`src/rtl/mem_stage_pkg.sv`:
```
// mem_stage_pkg: memory-op codes, bus size codes and FSM encodings shared by the mem_stage slice
package mem_stage_pkg;
  localparam int MMOP_W = 4;
  localparam logic [MMOP_W-1:0] MMOP_NOP = 4'd0, MMOP_LB = 4'd1, MMOP_LBU = 4'd2, MMOP_LH = 4'd3,
    MMOP_LHU = 4'd4, MMOP_LW = 4'd5, MMOP_SB = 4'd6, MMOP_SH = 4'd7, MMOP_SW = 4'd8,
    MMOP_LWL = 4'd9, MMOP_LWR = 4'd10, MMOP_SWL = 4'd11, MMOP_SWR = 4'd12;
  localparam logic [1:0] SZ_B = 2'd0, SZ_H = 2'd1, SZ_W = 2'd2;
  localparam logic [2:0] S_IDLE = 3'd0, S_REQ = 3'd1, S_WAIT = 3'd2, S_DONE = 3'd3, S_DRAIN = 3'd4;
endpackage

```
`src/rtl/mem_align.sv`:
```
// mem_align: load extract/extend and store strobe/data generation; MEM_UNALIGNED_EN adds LWL/LWR/SWL/SWR
module mem_align
  import mem_stage_pkg::*;
(
  input  logic [MMOP_W-1:0] op,
  input  logic [1:0]        addr,
  input  logic [31:0]       storedata,
  input  logic [31:0]       rdata,
  output logic              is_load,
  output logic              is_store,
  output logic              misaligned,
  output logic              is_nop,
  output logic [1:0]        size,
  output logic [3:0]        wstrb,
  output logic [31:0]       wdata,
  output logic [31:0]       ldata
);
  logic [7:0]  b;
  logic [15:0] h;
  logic [4:0]  sh;
  always_comb begin
    sh = {addr, 3'b000};
    b = rdata[sh+:8];
    h = addr[1] ? rdata[31:16] : rdata[15:0];
    is_load = op inside {MMOP_LB, MMOP_LBU, MMOP_LH, MMOP_LHU, MMOP_LW};
    is_store = op inside {MMOP_SB, MMOP_SH, MMOP_SW};
    misaligned = (op inside {MMOP_LH, MMOP_LHU, MMOP_SH} && addr[0]) || (op inside {MMOP_LW, MMOP_SW} && |addr);
    is_nop = 1'b0;
    size = op inside {MMOP_LB, MMOP_LBU, MMOP_SB} ? SZ_B : op inside {MMOP_LH, MMOP_LHU, MMOP_SH} ? SZ_H : SZ_W;
    wstrb = op == MMOP_SB ? 4'b0001 << addr : op == MMOP_SH ? 4'b0011 << addr : 4'hF;
    wdata = op == MMOP_SB ? {4{storedata[7:0]}} : op == MMOP_SH ? {2{storedata[15:0]}} : storedata;
    ldata = op == MMOP_LB ? {{24{b[7]}}, b} : op == MMOP_LBU ? {24'd0, b} :
            op == MMOP_LH ? {{16{h[15]}}, h} : op == MMOP_LHU ? {16'd0, h} : rdata;
`ifdef MEM_UNALIGNED_EN
    is_load = is_load || op inside {MMOP_LWL, MMOP_LWR};
    is_store = is_store || op inside {MMOP_SWL, MMOP_SWR};
    wstrb = op == MMOP_SWL ? 4'b1111 >> (2'd3 - addr) : op == MMOP_SWR ? 4'b1111 << addr : wstrb;
    wdata = op == MMOP_SWL ? storedata >> (5'd24 - sh) : op == MMOP_SWR ? storedata << sh : wdata;
    ldata = op == MMOP_LWL ? (rdata << (5'd24 - sh)) | (storedata & (32'hFFFF_FFFF >> ({1'b0, sh} + 6'd8))) :
            op == MMOP_LWR ? (rdata >> sh) | (storedata & ~(32'hFFFF_FFFF >> sh)) : ldata;
`else
    is_nop = op inside {MMOP_LWL, MMOP_LWR, MMOP_SWL, MMOP_SWR};
`endif
  end
endmodule

```
`src/rtl/mem_stage.sv`:
```
// mem_stage: MEM pipeline stage driving an SRAM-like data bus; MEM_UNALIGNED_EN enables LWL/LWR/SWL/SWR
module mem_stage
  import mem_stage_pkg::*;
#(
  parameter int          DATA_W   = 32,
  parameter logic [31:0] RESET_PC = 32'hBFC0_0000
) (
  input  logic              clk,
  input  logic              rst,
  input  logic              mem_flush_i,
  input  logic              mem_stall_i,
  input  logic              mem_wren_i,
  input  logic [4:0]        mem_waddr_i,
  input  logic [DATA_W-1:0] mem_alures_i,
  input  logic [DATA_W-1:0] mem_storedata_i,
  input  logic [MMOP_W-1:0] mem_memop_i,
  input  logic [31:0]       mem_inst_i,
  input  logic              mem_inslot_i,
  input  logic [31:0]       mem_pc_i,
  output logic              data_req,
  output logic              data_wr,
  output logic [1:0]        data_size,
  output logic [31:0]       data_addr,
  output logic [3:0]        data_wstrb,
  output logic [DATA_W-1:0] data_wdata,
  input  logic              data_addr_ok,
  input  logic              data_data_ok,
  input  logic [DATA_W-1:0] data_rdata,
  output logic              mem_adel_o,
  output logic              mem_ades_o,
  output logic [31:0]       mem_badvaddr_o,
  output logic              mem_wren_o,
  output logic [4:0]        mem_waddr_o,
  output logic [DATA_W-1:0] mem_wdata_o,
  output logic [31:0]       mem_inst_o,
  output logic              mem_inslot_o,
  output logic [31:0]       mem_pc_o,
  output logic              mem_stallreq_o
);
  logic [2:0]        state, state_nx;
  logic              is_load, is_store, misaligned, is_nop, err, issue, fin;
  logic [DATA_W-1:0] ldata, hold, result;
  mem_align u_align (
    .op(mem_memop_i), .addr(mem_alures_i[1:0]), .storedata(mem_storedata_i), .rdata(data_rdata),
    .is_load(is_load), .is_store(is_store), .misaligned(misaligned), .is_nop(is_nop),
    .size(data_size), .wstrb(data_wstrb), .wdata(data_wdata), .ldata(ldata)
  );
  assign data_wr = is_store;
  assign data_addr = mem_memop_i inside {MMOP_LWL, MMOP_LWR, MMOP_SWL, MMOP_SWR} ? {mem_alures_i[31:2], 2'b00} : mem_alures_i;
  always_comb begin
    err = (is_load || is_store) && misaligned;
    issue = state == S_IDLE && (is_load || is_store) && !misaligned && !mem_flush_i;
    data_req = issue || state == S_REQ;
    fin = data_data_ok && (state == S_WAIT || (data_req && data_addr_ok));
    mem_stallreq_o = data_req ? !(data_addr_ok && data_data_ok) : state == S_WAIT ? !data_data_ok : state == S_DRAIN;
    // a flush with the address already accepted must still swallow the pending response
    state_nx = state == S_DRAIN ? (data_data_ok ? S_IDLE : S_DRAIN) :
               state == S_DONE ? (mem_flush_i || !mem_stall_i ? S_IDLE : S_DONE) :
               mem_flush_i && state != S_IDLE ? ((state == S_WAIT || data_addr_ok) && !data_data_ok ? S_DRAIN : S_IDLE) :
               fin ? (mem_stall_i ? S_DONE : S_IDLE) :
               data_req ? (data_addr_ok ? S_WAIT : S_REQ) : state;
    result = state == S_DONE ? hold : is_load ? ldata : mem_alures_i;
  end
  always_ff @(posedge clk) begin
    state <= rst ? S_IDLE : state_nx;
    if (rst) hold <= '0;
    else if (fin && mem_stall_i && !mem_flush_i) hold <= ldata;
  end
  always_ff @(posedge clk) begin
    if (rst || mem_flush_i) begin
      mem_adel_o <= 1'b0;
      mem_ades_o <= 1'b0;
      mem_badvaddr_o <= '0;
      mem_wren_o <= 1'b0;
      mem_waddr_o <= '0;
      mem_wdata_o <= '0;
      mem_inst_o <= '0;
      mem_inslot_o <= 1'b0;
      mem_pc_o <= RESET_PC;
    end else if (!mem_stall_i) begin
      mem_adel_o <= err && is_load;
      mem_ades_o <= err && is_store;
      mem_badvaddr_o <= err ? mem_alures_i : '0;
      mem_wren_o <= mem_wren_i && !is_store && !err && !is_nop;
      mem_waddr_o <= mem_waddr_i;
      mem_wdata_o <= result;
      mem_inst_o <= mem_inst_i;
      mem_inslot_o <= mem_inslot_i;
      mem_pc_o <= mem_pc_i;
    end
  end
endmodule

```
`config.mk`:
```
export PLATFORM = sky130hd
export DESIGN_NAME = mem_stage
export DESIGN_NICKNAME = d
export VERILOG_FILES = /design/src/rtl/mem_stage_pkg.sv /design/src/rtl/mem_align.sv /design/src/rtl/mem_stage.sv
export SDC_FILE = /design/constraint.sdc
export NUM_CORES = 1
export LEC_CHECK = 0
export CAP_MARGIN = 20
export CORE_AREA = 2 2 152 154
export CTS_CLUSTER_SIZE = 40
export DETAILED_ROUTE_END_ITERATION = 10
export DIE_AREA = 0 0 154 156
export GPL_TIMING_DRIVEN = 0
export PLACE_DENSITY_LB_ADDON = 0.1
export SLEW_MARGIN = 0
export SYNTH_ARGS = -nofsm -noshare
export SYNTH_HDL_FRONTEND = slang
export SYNTH_HIERARCHICAL = 1
export SYNTH_SLANG_ARGS = --single-unit
```
`constraint.sdc`:
```
create_clock -name clk -period 3.8 [get_ports clk]
set_clock_uncertainty 0.15 [all_clocks]
set_input_delay 0.57 -clock clk [delete_from_list [all_inputs] [get_ports clk]]
set_output_delay 0.57 -clock clk [all_outputs]
set_load 0.02 [all_outputs]
```
# == Yosys cells after proc, flatten, opt, wreduce, memory -nomap -nowiden ==
# Cells that the tools add are included.
# word_totals
register_bits,172
latch_bits,0
ramBits,0
mem_bits_ro,0
in_bits,177
out_inout_bits,210
elab_cells,100
n_memories,0
# op_classes
n_addsub,0
mul,0
div_mod_pow,0
n_lt_le_gt_ge,0
eq_ne,16
shifts,3
muxes,27
bitwise,0
n_reduce_logical,43
# op_table
cell,count
$mux W32,9
$shiftx A32 B6 Y8,1
$mux W3,7
$eq A4 B4 Y1 const B,5
$logic_and A1 B1 Y1,18
$eq A4 B3 Y1 const B,4
$mux W16,1
$mux W2,6
$reduce_bool A3 Y1,4
$reduce_bool A5 Y1,2
$eq A4 B2 Y1 const B,2
$logic_not A1 Y1,8
$mux W4,2
$logic_or A1 B1 Y1,7
$eq A3 B2 Y1 const B,2
$eq A4 B1 Y1 const B,1
$reduce_bool A4 Y1,1
$shl A1 B2 Y4 const A,1
$shl A2 B2 Y4 const A,1
$eq A3 B1 Y1 const B,1
$eq A3 B3 Y1 const B,1
$logic_not A3 Y1,1
$mux W1,2
$reduce_bool A2 Y1,1
$reduce_or A2 Y1,1

# == Logic depth before layout (Yosys ltp) ==
# Gate-level depths: netlist of the first run.
# depth
ltp_word,15
ltp_mapped,11
mapped_depth_nobuf,9

# == Modules after synthesis ==
# Netlist of the first run, hierarchy kept.
# modules_own_cells
mod,instances,cells_each,area_each_um2,seq_area_each_um2
mem_stage,1,795,7379.6,3443.3
mem_align,1,225,1542.7,0.0

# == Least setup slack after synthesis of the first run ==
# Ideal clock, no wire load.
# synth_timing
path_type,in2out
from,input port mem_memop_i[2]
to,output port data_req
t_arrival_ps,2220
required_ps,3080
path_slack_ps,860
cell_stages,7
path_buffers,2
cell_sequence,clkbuf_1 > nand3b_1 > clkbuf_1 > nand2_1 > nor2_2 > o31a_1 > nor3_1
# synth_lines
item,line_no,source
start: declaration,mem_stage.sv:16,"input logic [MMOP_W-1:0] mem_memop_i,"
$eq A4 B3 Y1 / $eq A4 B4 Y1 (equally long branches),mem_align.sv:26,"is_store = op inside {MMOP_SB, MMOP_SH, MMOP_SW};"
$reduce_bool A3 Y1 *,mem_align.sv:26,
via data_wr,mem_stage.sv:21,"output logic data_wr,"
$logic_or A1 B1 Y1 *,mem_stage.sv:52,issue = state == S_IDLE && (is_load || is_store) && !misaligned && !mem_flush_i;
$logic_and A1 B1 Y1 * (3 in a row),mem_stage.sv:52,
$logic_or A1 B1 Y1 *,mem_stage.sv:53,data_req = issue || state == S_REQ;
end: declaration,mem_stage.sv:20,"output logic data_req,"
# The timed path passes the listed nets; every way through them passes the cells marked *.

# == Final worst setup path of the first run ==
# layout_timing
from,input port mem_memop_i[2]
to,output port data_wdata[24]
# layout_via
elab_chain_cells,3
# layout_lines
item,line_no,source
$eq A4 B3 Y1,mem_align.sv:31,wdata = op == MMOP_SB ? {4{storedata[7:0]}} : op == MMOP_SH ? {2{storedata[15:0]}} : storedata;
$mux W32,mem_align.sv:31,
$mux W32 *,mem_align.sv:31,
end: declaration,mem_stage.sv:25,"output logic [DATA_W-1:0] data_wdata,"
# Mark *: on every way between the ends. The rest lies on a longest branch, timed or not.

==> results.sh, run 1 <==
export IMPL_status="complete, no violations"
export IMPL_yosys_top_cells_area="dfxtp_1 (39%), mux2i_1 (17%), nand2_1 (5.2%), nor2_1 (5.2%), nand2b_1 (4.6%)"
export IMPL_antenna_cells=0
export IMPL_dieHeight_um=156
export IMPL_htreeDepth=4
export IMPL_drive_above_1_share=0.0960
export IMPL_post_dp_cell_area_um2=13100
export IMPL_clockBufferDepth=2
export IMPL_grt_start_max_net_pins=21
export IMPL_area_growth_pct=54.7
export IMPL_hold_violations=0
export IMPL_grt_pass1_vias=8860
export IMPL_dp_hpwl_mm=25.9
export IMPL_clkTransAtPathRegs_ns=0.08
export IMPL_syn_area_um2=8920
export IMPL_cts_hold_buf=0
export IMPL_max_cap_violations=0
export IMPL_yosysUniqueCellTypes=56
export IMPL_avgViaCountPerCell=5.15
export IMPL_synth_seq_cells=172
export IMPL_port_buffers=385
export IMPL_cp_required_ns=3.08
export IMPL_period_needed_ns=3.71
export IMPL_synth_top_area_cell="dfxtp_1"
export IMPL_drc=0
export IMPL_grt_usage=0.271
export IMPL_gp_congestion=0.893
export IMPL_stdcell_area_um2=13800
export IMPL_hold_class="reg -> reg"
export IMPL_vdd_drop_max_uv=297
export IMPL_synthTopCellsByCount="dfxtp_1 (172), mux2i_1 (151), nand2_1 (123), nor2_1 (123), nand2b_1 (65)"
export IMPL_drtIter0Drc=574
export IMPL_crit_type="in -> out"
export IMPL_powerDensity_nw_per_um2=345
export IMPL_nets=1605
export IMPL_nFillCells=1974
export IMPL_slew_headroom=0.381
export IMPL_die_w_um=154
export IMPL_finalCritPeriodShare=0.978
export IMPL_coreArea_um2=22400
export IMPL_cts_root_buf="clkbuf_16"
export IMPL_drt_total_wl_mm=33.0
export IMPL_ys_warn_count=6
export IMPL_synth_edf_count=0
export IMPL_grt_ovfl_total=0
export IMPL_setup_violations_final=0
export IMPL_ys_async_sr_fraction=0
export IMPL_worst_slew_pin_slew_ns=0.924
export IMPL_antenna_found_initial=2
export IMPL_critPathLaunchType="input port"
export IMPL_max_freq_ghz=0.269
export IMPL_utilization=0.617
export IMPL_drt_pass1_iterations=8
export IMPL_netlist_instances=1020
export IMPL_synth_fp_nets=1201
export IMPL_cts_buffers=17
export IMPL_dp_cells=1690
export IMPL_die_area_um2=24000
export IMPL_ff2ff_setup_slack_ns=1.64
export IMPL_grt_pass1_wl_mm=50.7
export IMPL_cp_data_arrival_time_ns=2.99
export IMPL_synth_most_common_cell="dfxtp_1"
export IMPL_io_pins=387
export IMPL_wire_per_inst_um=19.2
export IMPL_synthFlopType="dfxtp_1"
export IMPL_clk_latency_ns=0.43
export IMPL_cts_tree="yes"
export IMPL_slew_viol_final=0
export IMPL_ys_seq_area_frac=0.386
export IMPL_worst_setup_path_end_kind="output port"
export IMPL_clkSinkCount=172
export IMPL_syn_area_per_cell_um2=8.75
export IMPL_rsz0062_at_grt="no"
export IMPL_start_util=0.399
export IMPL_detail_route_antenna_nets=0
export IMPL_synth_top_area_share=0.386
export IMPL_path_max_fanout=10
export IMPL_instances_no_fill=1722
export IMPL_p_leak_nw=5.31
export IMPL_vias=8871
export IMPL_rows=55
-- per-stage QoR --
stage / power (W) / worst slack, ns / hold slack (ns) / setup TNS (ns)
after detailed placement: 0.00300 / -1.04 / 0.305 / -48.26
final: 0.00476 / 0.0854 / 0.314 / 0
after global placement: 0.00299 / -0.992 / 0.300 / -43.96
after floorplan: 0.00248 / 0.860 / 0.299 / 0
after global routing: 0.00495 / 0.00618 / 0.332 / 0
after CTS: 0.00480 / 0.00947 / 0.316 / 0
-- registers in the layout, indices dropped and copies added, names as in the netlist --
signal	count
mem_waddr_o	5
mem_adel_o	1
mem_wren_o	1
hold	32
mem_pc_o	32
mem_inst_o	32
state	3
mem_wdata_o	32
mem_badvaddr_o	32
mem_inslot_o	1
mem_ades_o	1
-- worst max-delay path, stage by stage --
cell,delay [ns]
clkdlybuf4s50_1,0.53
clkbuf_2,0.25
nand3b_1,0.19
clkbuf_2,0.25
a222oi_1,0.52
inv_1,0.12
clkdlybuf4s50_1,0.56
-- per-layer routing --
| layer | global-route usage | wire length, µm | vias up | part of all wire |
|---|---|---|---|---|
| met3 | 0.0806 | 2530 | 57 | 0.077 |
| met1 | 0.321 | 13400 | 4133 | 0.41 |
| li1 | - | - | 4317 | - |
| met5 | 0 | 33 | - | 0.0010 |
| met4 | 0.0877 | 758 | 4 | 0.023 |
| met2 | 0.473 | 16300 | 360 | 0.49 |
-- layout make-up --
type                            count  area, µm²  share of cell area
Timing Repair Buffer              385       3850               0.279
Tap cell                          285        357              0.0258
Sequential cell                   172       3440               0.249
Buffer                            121        687              0.0498
Multi-Input combinational cell    715       4810               0.348
Inverter                           12       45.0             0.00326
Clock buffer                       17        425              0.0308
Clock inverter                     15        188              0.0136
-- logic make-up after synthesis --
| logic type | synth area share |
|---|---|
| AOI/OAI and AO/OA | 0.150 |
| xor gates and xnor gates | 0.00196 |
| adders and majority gates | 0.00561 |
| buffers and inverters | 0.0798 |
| DFF | 0.386 |
| muxes | 0.197 |
| and+or+nand+nor | 0.179 |
-- power by group --
group	internal (W)	total [W]	switching [W]	leakage (nW)
clock	0.000901	0.00179	0.000889	0.295
combinational	0.000543	0.00109	0.000546	3.62
sequential	0.00185	0.00188	0.0000277	1.40
-- worst paths after layout --
kind / from / to / cells after the start
worst max-delay path: mem_memop_i[2] / data_wdata[24] / 7
worst min-delay path: mem_wdata_o[5] / mem_wdata_o[5] / 2
worst max register to register: state[1] / mem_wdata_o[30] / 7
worst min register to register: mem_wdata_o[5] / mem_wdata_o[5] / 2
-- repair_timing --
item / CTS / global route
gates resized for setup: 21 / 11
endpoints found under the hold margin: 0 / 0
pin swaps: 0 / 2
buffers inserted: 0 / 0
setup endpoints to repair: 76 / 16
-- cells in the final DEF, fill, tap and decap left out, types with 7 or more instances in the layout --
master and instances:
o21ai_0 22, o31ai_1 16, nand2b_1 65, a21oi_1 47, clkdlybuf4s50_1 379, a21boi_0 15, mux4_2 8, nor2_1 122
inv_1 11, a22oi_1 33, buf_4 41, clkbuf_2 7, clkbuf_16 17, clkbuf_1 45, o211ai_1 33, buf_2 18
mux2i_1 151, nand2_1 122, dfxtp_1 172
(Power assumes the default switching activity.)
==> run 2: changes to the inputs <==
SLEW_MARGIN = not set   (was 0)
==> results of run 2 <==
No change in the layout: final DEF, timing and power equal those of run 1.
==> run 3: changes to the inputs <==
SLEW_MARGIN = 20   (was not set)
==> results of run 3 <==
No change in the layout: final DEF, timing and power equal those of run 1.
